### config.mk
export PLATFORM = sky130hd
export DESIGN_NAME = cpu_program_sequencer
export DESIGN_NICKNAME = d
export VERILOG_FILES = /design/src/rtl/cpu_program_sequencer.sv
export SDC_FILE = /design/constraint.sdc
export NUM_CORES = 1
export LEC_CHECK = 0
export BUFFER_PORTS_ARGS = -buffer_cell sky130_fd_sc_hd__buf_2
export CORE_MARGIN = 2
export CORE_UTILIZATION = 60
export CTS_CLUSTER_DIAMETER = 40
export DETAILED_ROUTE_END_ITERATION = 6
export PLACE_DENSITY = 0.75
export SYNTH_ARGS = -nofsm -noshare
export SYNTH_HDL_FRONTEND = slang
export SYNTH_SLANG_ARGS = --single-unit
### constraint.sdc
create_clock -name Clock -period 3.34 [get_ports Clock]
set_input_delay 0.668 -clock Clock [delete_from_list [all_inputs] [get_ports Clock]]
set_output_delay 0.668 -clock Clock [all_outputs]
set_load 0.005 [all_outputs]
### src/rtl/cpu_program_sequencer.sv
// cpu_program_sequencer: loadable 16-bit program store that feeds the cpu's DIN/Run
// one instruction at a time, paced by the cpu's Done. An mvi instruction word is
// followed by its immediate word in the next step.
// Optional build macro SEQ_TIMEOUT_EN: bounds the wait for CpuDone to TIMEOUT_CYCLES,
// ending the run in DONE with Error=1. Without it Error is tied low.
module cpu_program_sequencer #(
  parameter int unsigned ADDR_W         = 5,
  parameter logic [2:0]  MVI_OPCODE     = 3'b001,
  parameter int unsigned TIMEOUT_CYCLES = 16
) (
  input  logic              Clock,
  input  logic              Reset,
  input  logic              PWr,
  input  logic [ADDR_W-1:0] PAddr,
  input  logic [15:0]       PData,
  input  logic [ADDR_W:0]   ProgLen,
  input  logic              Start,
  input  logic              Abort,
  input  logic              CpuDone,
  output logic [15:0]       DIN,
  output logic              Run,
  output logic              Busy,
  output logic              Finished,
  output logic [ADDR_W-1:0] PC,
  output logic              Error
);

  localparam int unsigned     DEPTH     = 1 << ADDR_W;
  // Word counter carries two extra bits so an mvi in the last slot can step past
  // DEPTH without wrapping before the end-of-program comparison.
  localparam int unsigned     CNT_W     = ADDR_W + 2;
  localparam logic [ADDR_W:0] DEPTH_LEN = {1'b1, {ADDR_W{1'b0}}};

  typedef enum logic [2:0] {
    S_IDLE,
    S_ISSUE,
    S_IMM,
    S_WAIT,
    S_DONE
  } state_e;

  state_e            state_q, state_d;
  logic [CNT_W-1:0]  cnt_q, cnt_d;
  logic [ADDR_W:0]   len_q, len_d;
  logic [ADDR_W:0]   start_len;
  logic [15:0]       din_q, din_d;
  logic              run_q, run_d;
  logic              busy_q, busy_d;
  logic              fin_q, fin_d;
  logic [15:0]       mem_q [DEPTH];

`ifdef SEQ_TIMEOUT_EN
  localparam int unsigned TO_W = $clog2(TIMEOUT_CYCLES + 1);
  logic [TO_W-1:0]   to_cnt_q, to_cnt_d;
  logic              err_q, err_d;
`else
  // TIMEOUT_CYCLES has no effect in this build; referenced only to keep it visible.
  if (TIMEOUT_CYCLES == 0) begin : g_timeout_unused
  end
`endif

  assign start_len = (ProgLen > DEPTH_LEN) ? DEPTH_LEN : ProgLen;

  // Program store: writable only while no program is executing.
  always_ff @(posedge Clock) begin
    if (PWr && (state_q == S_IDLE || state_q == S_DONE)) begin
      mem_q[PAddr] <= PData;
    end
  end

  // State, counters and registered outputs.
  always_ff @(posedge Clock) begin
    if (Reset) begin
      state_q  <= S_IDLE;
      cnt_q    <= '0;
      len_q    <= '0;
      din_q    <= '0;
      run_q    <= 1'b0;
      busy_q   <= 1'b0;
      fin_q    <= 1'b0;
`ifdef SEQ_TIMEOUT_EN
      to_cnt_q <= '0;
      err_q    <= 1'b0;
`endif
    end else begin
      state_q  <= state_d;
      cnt_q    <= cnt_d;
      len_q    <= len_d;
      din_q    <= din_d;
      run_q    <= run_d;
      busy_q   <= busy_d;
      fin_q    <= fin_d;
`ifdef SEQ_TIMEOUT_EN
      to_cnt_q <= to_cnt_d;
      err_q    <= err_d;
`endif
    end
  end

  // Next-state and word-counter logic; Abort overrides Start and CpuDone.
  always_comb begin
    state_d  = state_q;
    cnt_d    = cnt_q;
    len_d    = len_q;
`ifdef SEQ_TIMEOUT_EN
    to_cnt_d = to_cnt_q;
    err_d    = err_q;
`endif
    if (Abort) begin
      state_d = S_IDLE;
      cnt_d   = '0;
`ifdef SEQ_TIMEOUT_EN
      err_d   = 1'b0;
`endif
    end else begin
      case (state_q)
        S_IDLE, S_DONE: begin
          if (Start) begin
            len_d   = start_len;
            cnt_d   = '0;
            state_d = (start_len == '0) ? S_DONE : S_ISSUE;
`ifdef SEQ_TIMEOUT_EN
            err_d   = 1'b0;
`endif
          end
        end
        S_ISSUE: begin
`ifdef SEQ_TIMEOUT_EN
          to_cnt_d = '0;
`endif
          if (din_q[8:6] == MVI_OPCODE) begin
            cnt_d   = cnt_q + CNT_W'(1);
            state_d = S_IMM;
          end else begin
            state_d = S_WAIT;
          end
        end
        S_IMM, S_WAIT: begin
          if (CpuDone) begin
            cnt_d   = cnt_q + CNT_W'(1);
            state_d = (cnt_d >= {1'b0, len_q}) ? S_DONE : S_ISSUE;
          end else begin
            state_d = S_WAIT;
`ifdef SEQ_TIMEOUT_EN
            if (to_cnt_q == TO_W'(TIMEOUT_CYCLES - 1)) begin
              state_d = S_DONE;
              err_d   = 1'b1;
            end else begin
              to_cnt_d = to_cnt_q + TO_W'(1);
            end
`endif
          end
        end
        default: state_d = S_IDLE;
      endcase
    end
  end

  // Output decode from the upcoming state so every output leaves a flop.
  always_comb begin
    busy_d = (state_d == S_ISSUE) || (state_d == S_IMM) || (state_d == S_WAIT);
    run_d  = busy_d;
    fin_d  = (state_d == S_DONE);
    din_d  = busy_d ? mem_q[cnt_d[ADDR_W-1:0]] : '0;
  end

  assign DIN      = din_q;
  assign Run      = run_q;
  assign Busy     = busy_q;
  assign Finished = fin_q;
  assign PC       = cnt_q[ADDR_W-1:0];
`ifdef SEQ_TIMEOUT_EN
  assign Error    = err_q;
`else
  assign Error    = 1'b0;
`endif

endmodule

==> qor.txt, run 1 <==
==================================================================================
Die width                                                                 196.1 µm
Final design utilization                                                    71.18%
FILL cells                                                                   2,274
Ordered cell list for the critical path                               or3b_4, o21ai_2, buf_6, mux2_4, buf_16, buf_12, mux2i_1, a221oi_1, o31ai_2, a211oi_2
Cell type of the slowest stage on the worst timing path               sky130_fd_sc_hd__or3b_4
Final count of hold timing violations                                            0
Required time of the worst setup path                                      3800 ps
Wire length reported by the detailed router                               58.10 mm
Grt ovf                                                                          0
Slew Limit Headroom                                                         30.39%
Synthesis-stage register bit count                                             546
Die Footprint                                                           38,450 µm²
Count of vias placed by the detailed router                                 14,370
Max-slew violation count                                                         0
Count of max-cap constraint violations                                           0
Remaining antenna violation count after routing                                  0
Largest driver fanout on the critical path                                      66
Delay of the slowest critical-path stage                                    490 ps
Routability congestion estimate                                             0.9191
First element of the critical path                                      state_q[1]
Crit path time final                                                       3266 ps
Number of sinks on the clock net                                               546
Part of the cycle the worst path needs                                      97.79%
Number of CTS-inserted buffers                                                  67
First-pass detailed-route iteration total                                        5
Share of final-layout standard cells stronger than drive strength 1         19.73%
Number of placement rows                                                        70
Clock root buffer                                                     sky130_fd_sc_hd__clkbuf_16
Number of design rule violations left after detail routing                       0
Critical Path End Type                                                        flop
Primary FF master, synth                                              sky130_fd_sc_hd__edfxtp_1
Final Instance Area                                                     25,940 µm²
Buffers on Ports                                                                56
Estimated wirelength of the detail-placed design                          35.31 mm
Signed area change from the synthesized netlist to the final layout         17.15%
1st-iter DRT viols                                                           2,023
Startpoint type of the worst setup path                                       flop
Ys Warns                                                                         0
Number of buffers on the longest clock path                                      3
Top-level port count                                                            58
Cell area after synthesis                                               22,140 µm²
Distinct cells, synth                                                           80
Smallest hold slack                                                       396.4 ps
Initial core utilization                                                    60.76%
Vias in the first global route                                              14,130
Overall track demand over capacity in global routing                        30.89%
Post-CTS Hold Fix Bufs                                                           0
Initial antenna violation count                                                  3
Core Region                                                             36,430 µm²
LEAKAGE                                                                0.008503 µW
Class of the tightest hold or removal check                           primary input to flop
First-pass GRT wire length                                                87.34 mm
Maximum number of pins on one net before global-route repair                    67
Start of the worst register-to-register path                            state_q[1]
Number of flops mapped to enable cells by yosys                                512
Clock latency reported for the late side of the worst-skew pair             580 ps
Slew at the pin with the worst max-slew slack                              1039 ps
Per-cell via count in the routed design                                      6.567
VDD IR-drop max                                                           487.7 µV
Mean post-synth cell area                                                14.56 µm²
Worst Min Path Start                                                    ProgLen[2]
Final setup vio count                                                            0
Die Span Y                                                                196.1 µm
Post-synthesis cell count                                                    1,521
Area after DPL                                                          23,640 µm²
Power per cell area                                                   588.3 nW/µm²
Arrival time of data at the critical path endpoint                         3730 ps
Final routed wire length divided by cell count                            26.55 µm
RSZ-0062 raised after global routing                                            no
Clock transition at the registers of the reported paths                      60 ps
Number of H-tree levels                                                          3
Total number of nets in the final design                                     1,704
Synth async-reset ratio                                                         0%
Clock tree from TritonCTS                                                     done
Worst Path Class, Setup                                               flop to flop
Sequential share of the synthesized area                                    72.52%
Highest clock rate                                                      0.3062 GHz
Clock Skews                                                               21.22 ps
Status                                                                complete, no violations
Final TNS setup                                                               0 ps
Number of nets in the synthesized netlist                                    1,561
==================================================================================
## area by class of cell
cell class              count  area [µm²]  area share [%]
flip-flops and latches    546       16060           61.91
multi-input cells         860        5593           21.56
clock buffers              80        1808           6.971
repair buffers            175        1383           5.331
well taps                 468       585.6           2.258
clock inverters            43       452.9           1.746
inverters                  14       52.55          0.2026
diodes                      2       5.005         0.01930
## layout by cell type, fill, tap and decap left out, types with 57 or more instances in the layout
master                      synthesis  routed
sky130_fd_sc_hd__a211oi_1          70      68
sky130_fd_sc_hd__a21oi_1           66      66
sky130_fd_sc_hd__buf_2             28      57
sky130_fd_sc_hd__buf_4             17     101
sky130_fd_sc_hd__clkbuf_16          0      69
sky130_fd_sc_hd__edfxtp_1         512     512
sky130_fd_sc_hd__mux2i_1           82      82
sky130_fd_sc_hd__nand2_1          184     184
sky130_fd_sc_hd__nor2_1           121     114
sky130_fd_sc_hd__o21ai_0           77      77
## power by group
group          internal, µW  total (µW)  switching, µW
sequential             7540        7560           20.4
combinational           116         417            301
clock                  4400        7290           2890
## state kept, by name (all words and copies together) (netlist names)
name      cells
mem_q       512
DIN          16
cnt_q         7
len_q         6
state_q       3
Busy          1
Finished      1
## critical path, delay by kind of cell, from the launching register on
family / cells / cell delay [ps]
AO/OA/AOI/OAI: 4 / 1050
buffers and inverters: 3 / 660
flip-flops: 1 / 410
multiplexers: 2 / 500
AND/OR/NAND/NOR: 1 / 490
## worst paths after layout
kind | to | cells after the start | slack [ps]
setup / recovery | DIN[10] | 10 | 70
hold / removal | len_q[2] | 3 | 400
setup reg to reg | DIN[10] | 10 | 70
hold reg to reg | len_q[1] | 2 | 480
## cells in the mapped netlist, drive strengths merged, types with 4 or more instances
library cell,instances,area [µm²]
edfxtp,512,15370
nand2,184,690.7
nor2,123,466.7
mux2i,83,834.6
o21ai,81,412.9
a211oi,70,525.5
a21oi,68,347.8
buf,57,350.3
clkbuf,44,165.2
dfxtp,34,680.7
nand3,30,150.1
nand4,21,131.4
o211ai,18,153.9
a41oi,16,140.1
mux4,16,367.9
a22oi,15,117.6
o2111ai,15,131.4
a21o,14,105.1
a32oi,14,122.6
inv,14,52.55
nand3b,9,67.56
a221oi,8,70.07
ha,7,87.58
a2111oi,5,50.04
nor3b,5,58.80
nor3,4,25.02
or3b,4,35.04
## logic make-up after synthesis
group,share of synthesized area [%]
flops,72.52
simple gates,7.833
compound gates,10.89
other cells,0.01694
buf+inv,2.566
fa+ha+maj,0.3956
xor+xnor,0.1978
mux,5.584
## metal layers
| metal | up-vias | wire, µm | share of wire (%) | track usage [%] |
|---|---|---|---|---|
| li1 | 6199 | - | - | - |
| met4 | 2 | 2028 | 3.5 | 12.01 |
| met5 | - | 13 | 0.022 | 0 |
| met3 | 128 | 6207 | 11 | 6.773 |
| met1 | 7124 | 22090 | 38 | 42.50 |
| met2 | 915 | 27760 | 48 | 48.87 |
## metrics by stage
step / instances / total power (µW) / worst slack [ps]
2_1_floorplan: 1521 / 7861 / 625.7
3_3_place_gp: 2062 / 8087 / -205.9
3_5_place_dp: 2063 / 8103 / -291.5
4_1_cts: 2186 / 15300 / 43.22
5_1_grt: 2186 / 15610 / 11.41
6_report: 2188 / 15260 / 73.65
## timing repair
item / in CTS / in global routing
resized for setup: 3 / 5
pin swaps: 0 / 2
endpoints found under the setup margin: 1 / 4
setup buffers: 0 / 0
No activity file was read; power rests on OpenSTA's default activity.
==> run 2, diff against run 1 <==
Settings changed: HOLD_SLACK_MARGIN set to 0.05, REMOVE_ABC_BUFFERS set to 1.
==> run 2 against run 1 <==
  * The flow now finishes with violations (DRC)
  * Worst setup slack improved by 44 ps
  * Sequential share of layout area up 0.74 points
  * Total power fell by 3.8%
  * Flip-flop and latch count is the same
  * Routed wire length grew 1.2%
  * Sequential power is essentially flat
  * Critical path type unchanged
  * Combinational power increased by 1%
  * Largest cell class unchanged
  * Core utilization fell by 0.84 points
  * Fmax is 1.4% higher
==> qor.txt, run 2 (synthesized netlist as in run 1, its figures left out) <==
==================================================================================
First-pass detailed-route iteration total                                        7   +2
Highest clock rate                                                      0.3104 GHz   +1.4%
RSZ-0062 raised after global routing                                            no
Number of buffers on the longest clock path                                      3   unchanged
Worst Path Class, Setup                                               flop to flop
FILL cells                                                                   2,323   +2.2%
Arrival time of data at the critical path endpoint                         3670 ps   -60 ps
Maximum number of pins on one net before global-route repair                    65   -3.0%
Final count of hold timing violations                                            0   unchanged
Register containing the most flip-flops in the final layout                  mem_q
Initial core utilization                                                    60.76%   unchanged
Clock root buffer                                                     sky130_fd_sc_hd__clkbuf_16
Place WS                                                                 -10.26 ps   +281.2 ps
Routability congestion estimate                                             0.9220   +0.32%
Count of vias placed by the detailed router                                 14,350   -0.12%
Largest driver fanout on the critical path                                      32   -52%
Initial antenna violation count                                                  5   +2
Die width                                                                 196.1 µm   unchanged
Total area of multi-input combinational cells                             5590 µm²   about the same
Total power consumption of the routed design                             14,670 µW   -3.8%
Buffers on Ports                                                                56   unchanged
Part of the cycle the worst path needs                                      96.47%   -1.3 points
Sequential standard cell area                                           16,060 µm²   unchanged
Number of flip-flops in the largest register                                   512   unchanged
Crit path time final                                                       3222 ps   -44.26 ps
Estimated wirelength of the detail-placed design                          36.18 mm   +2.5%
Commonest cells after routing, fill and taps aside                    512 x sky130_fd_sc_hd__edfxtp_1, 184 x sky130_fd_sc_hd__nand2_1, 119 x sky130_fd_sc_hd__nor2_1
Critical Path End Type                                                        flop
Final routed wire length divided by cell count                            26.97 µm   +1.6%
Max-slew violation count                                                         0   unchanged
Startpoint type of the worst setup path                                       flop
Count of max-cap constraint violations                                           0   unchanged
Number of H-tree levels                                                          3   unchanged
Commonest non-fill, non-tap cell in the layout                        sky130_fd_sc_hd__edfxtp_1
Class of the tightest hold or removal check                           primary input to flop
VDD IR-drop max                                                           410.6 µV   -16%
Clock Skews                                                               25.47 ps   +4.249 ps
First-pass GRT wire length                                                87.55 mm   +0.24%
Number of design rule violations left after detail routing                      11   +11
Die Footprint                                                           38,450 µm²   unchanged
Per-cell via count in the routed design                                      6.586   +0.29%
1st-iter DRT viols                                                           1,818   -10%
Number of sinks on the clock net                                               546   unchanged
Power per cell area                                                   572.4 nW/µm²   -2.7%
Grt ovf                                                                          0   unchanged
Core Region                                                             36,430 µm²   unchanged
Setup slack after layout                                                  117.9 ps   +44.26 ps
Top-level port count                                                            58   unchanged
Signed area change from the synthesized netlist to the final layout         15.77%
Clock latency reported for the late side of the worst-skew pair             580 ps   about the same
Final setup vio count                                                            0   unchanged
LEAKAGE                                                                0.008364 µW   -1.6%
Final TNS setup                                                               0 ps   unchanged
Vias in the first global route                                              13,930   -1.4%
Clock transition at the registers of the reported paths                      60 ps   about the same
Number of CTS-inserted buffers                                                  66   -1.5%
Clock tree from TritonCTS                                                     done
Total number of nets in the final design                                     1,702   -0.12%
Number of placement rows                                                        70   unchanged
Wire length reported by the detailed router                               58.78 mm   +1.2%
Slew at the pin with the worst max-slew slack                             817.3 ps   -221.2 ps
Remaining antenna violation count after routing                                  0   unchanged
Required time of the worst setup path                                      3780 ps   -20 ps
Share of final-layout standard cells stronger than drive strength 1         18.71%   -1.0 points
Die Span Y                                                                196.1 µm   unchanged
Slew Limit Headroom                                                         45.51%   +15 points
Failing checks                                                                 DRC
Overall track demand over capacity in global routing                        31.34%   +0.45 points
Status                                                                finished with violations
==================================================================================
## run 2: final timing paths
kind	from	endpoint	slack (ps)	depth (start not counted)
max reg2reg	DIN[7]	DIN[14]	120	9
min reg2reg	len_q[4]	len_q[4]	480	2
max	DIN[7]	DIN[14]	120	9
min	ProgLen[3]	len_q[3]	390	3
## run 2: per-stage QoR
step | hold WS [ps] | instance area (µm²) | cells | utilization, %
after floorplan | 443.5 | 21620 | 1420 | -
after global placement | 460.6 | 23540 | 2062 | 64.62
after detailed placement | 470.0 | 23540 | 2062 | 64.62
after CTS | 369.4 | 25590 | 2178 | 70.23
after global routing | 391.5 | 25630 | 2179 | 70.35
final | 393.4 | 25630 | 2179 | 70.35
## run 2: area by class of cell
type                       count  share of cell area, %
sequential                   546                  62.65
clock inverter                37                  1.181
clock buffer                  79                  6.795
inverter                      14                 0.2050
multi-input combinational    860                  21.81
timing repair buffer         174                  5.067
antenna                        1               0.009763
tap                          468                  2.285
## run 2: timing repair
item / CTS / global route
buffers inserted: 0 / 0
endpoints found under the setup margin: 0 / 15
gates resized for setup: 0 / 12
hold buffers: 0 / 0
## run 2: critical path, cell delays in order, from the launching register on
cell                       delay (ps)
sky130_fd_sc_hd__dfxtp_1          410
sky130_fd_sc_hd__or3b_2           610
sky130_fd_sc_hd__o21ai_2          300
sky130_fd_sc_hd__mux2_4           430
sky130_fd_sc_hd__buf_12           210
sky130_fd_sc_hd__mux2i_1          170
sky130_fd_sc_hd__a221oi_1         100
sky130_fd_sc_hd__o31ai_1          540
sky130_fd_sc_hd__buf_4            240
sky130_fd_sc_hd__a211oi_1          40
## run 2: per-layer routing
metal | up-vias | track usage, % | part of all wire (%)
met2 | 876 | 48.36 | 47
met1 | 7091 | 42.43 | 37
met5 | - | 0 | 0.063
met4 | 6 | 16.22 | 5.2
met3 | 182 | 6.945 | 10
li1 | 6196 | - | -
## run 2: power by group
part	internal (µW)	switching, µW
Clock	3980	2710
Sequential	7540	25.0
Combinational	113	309
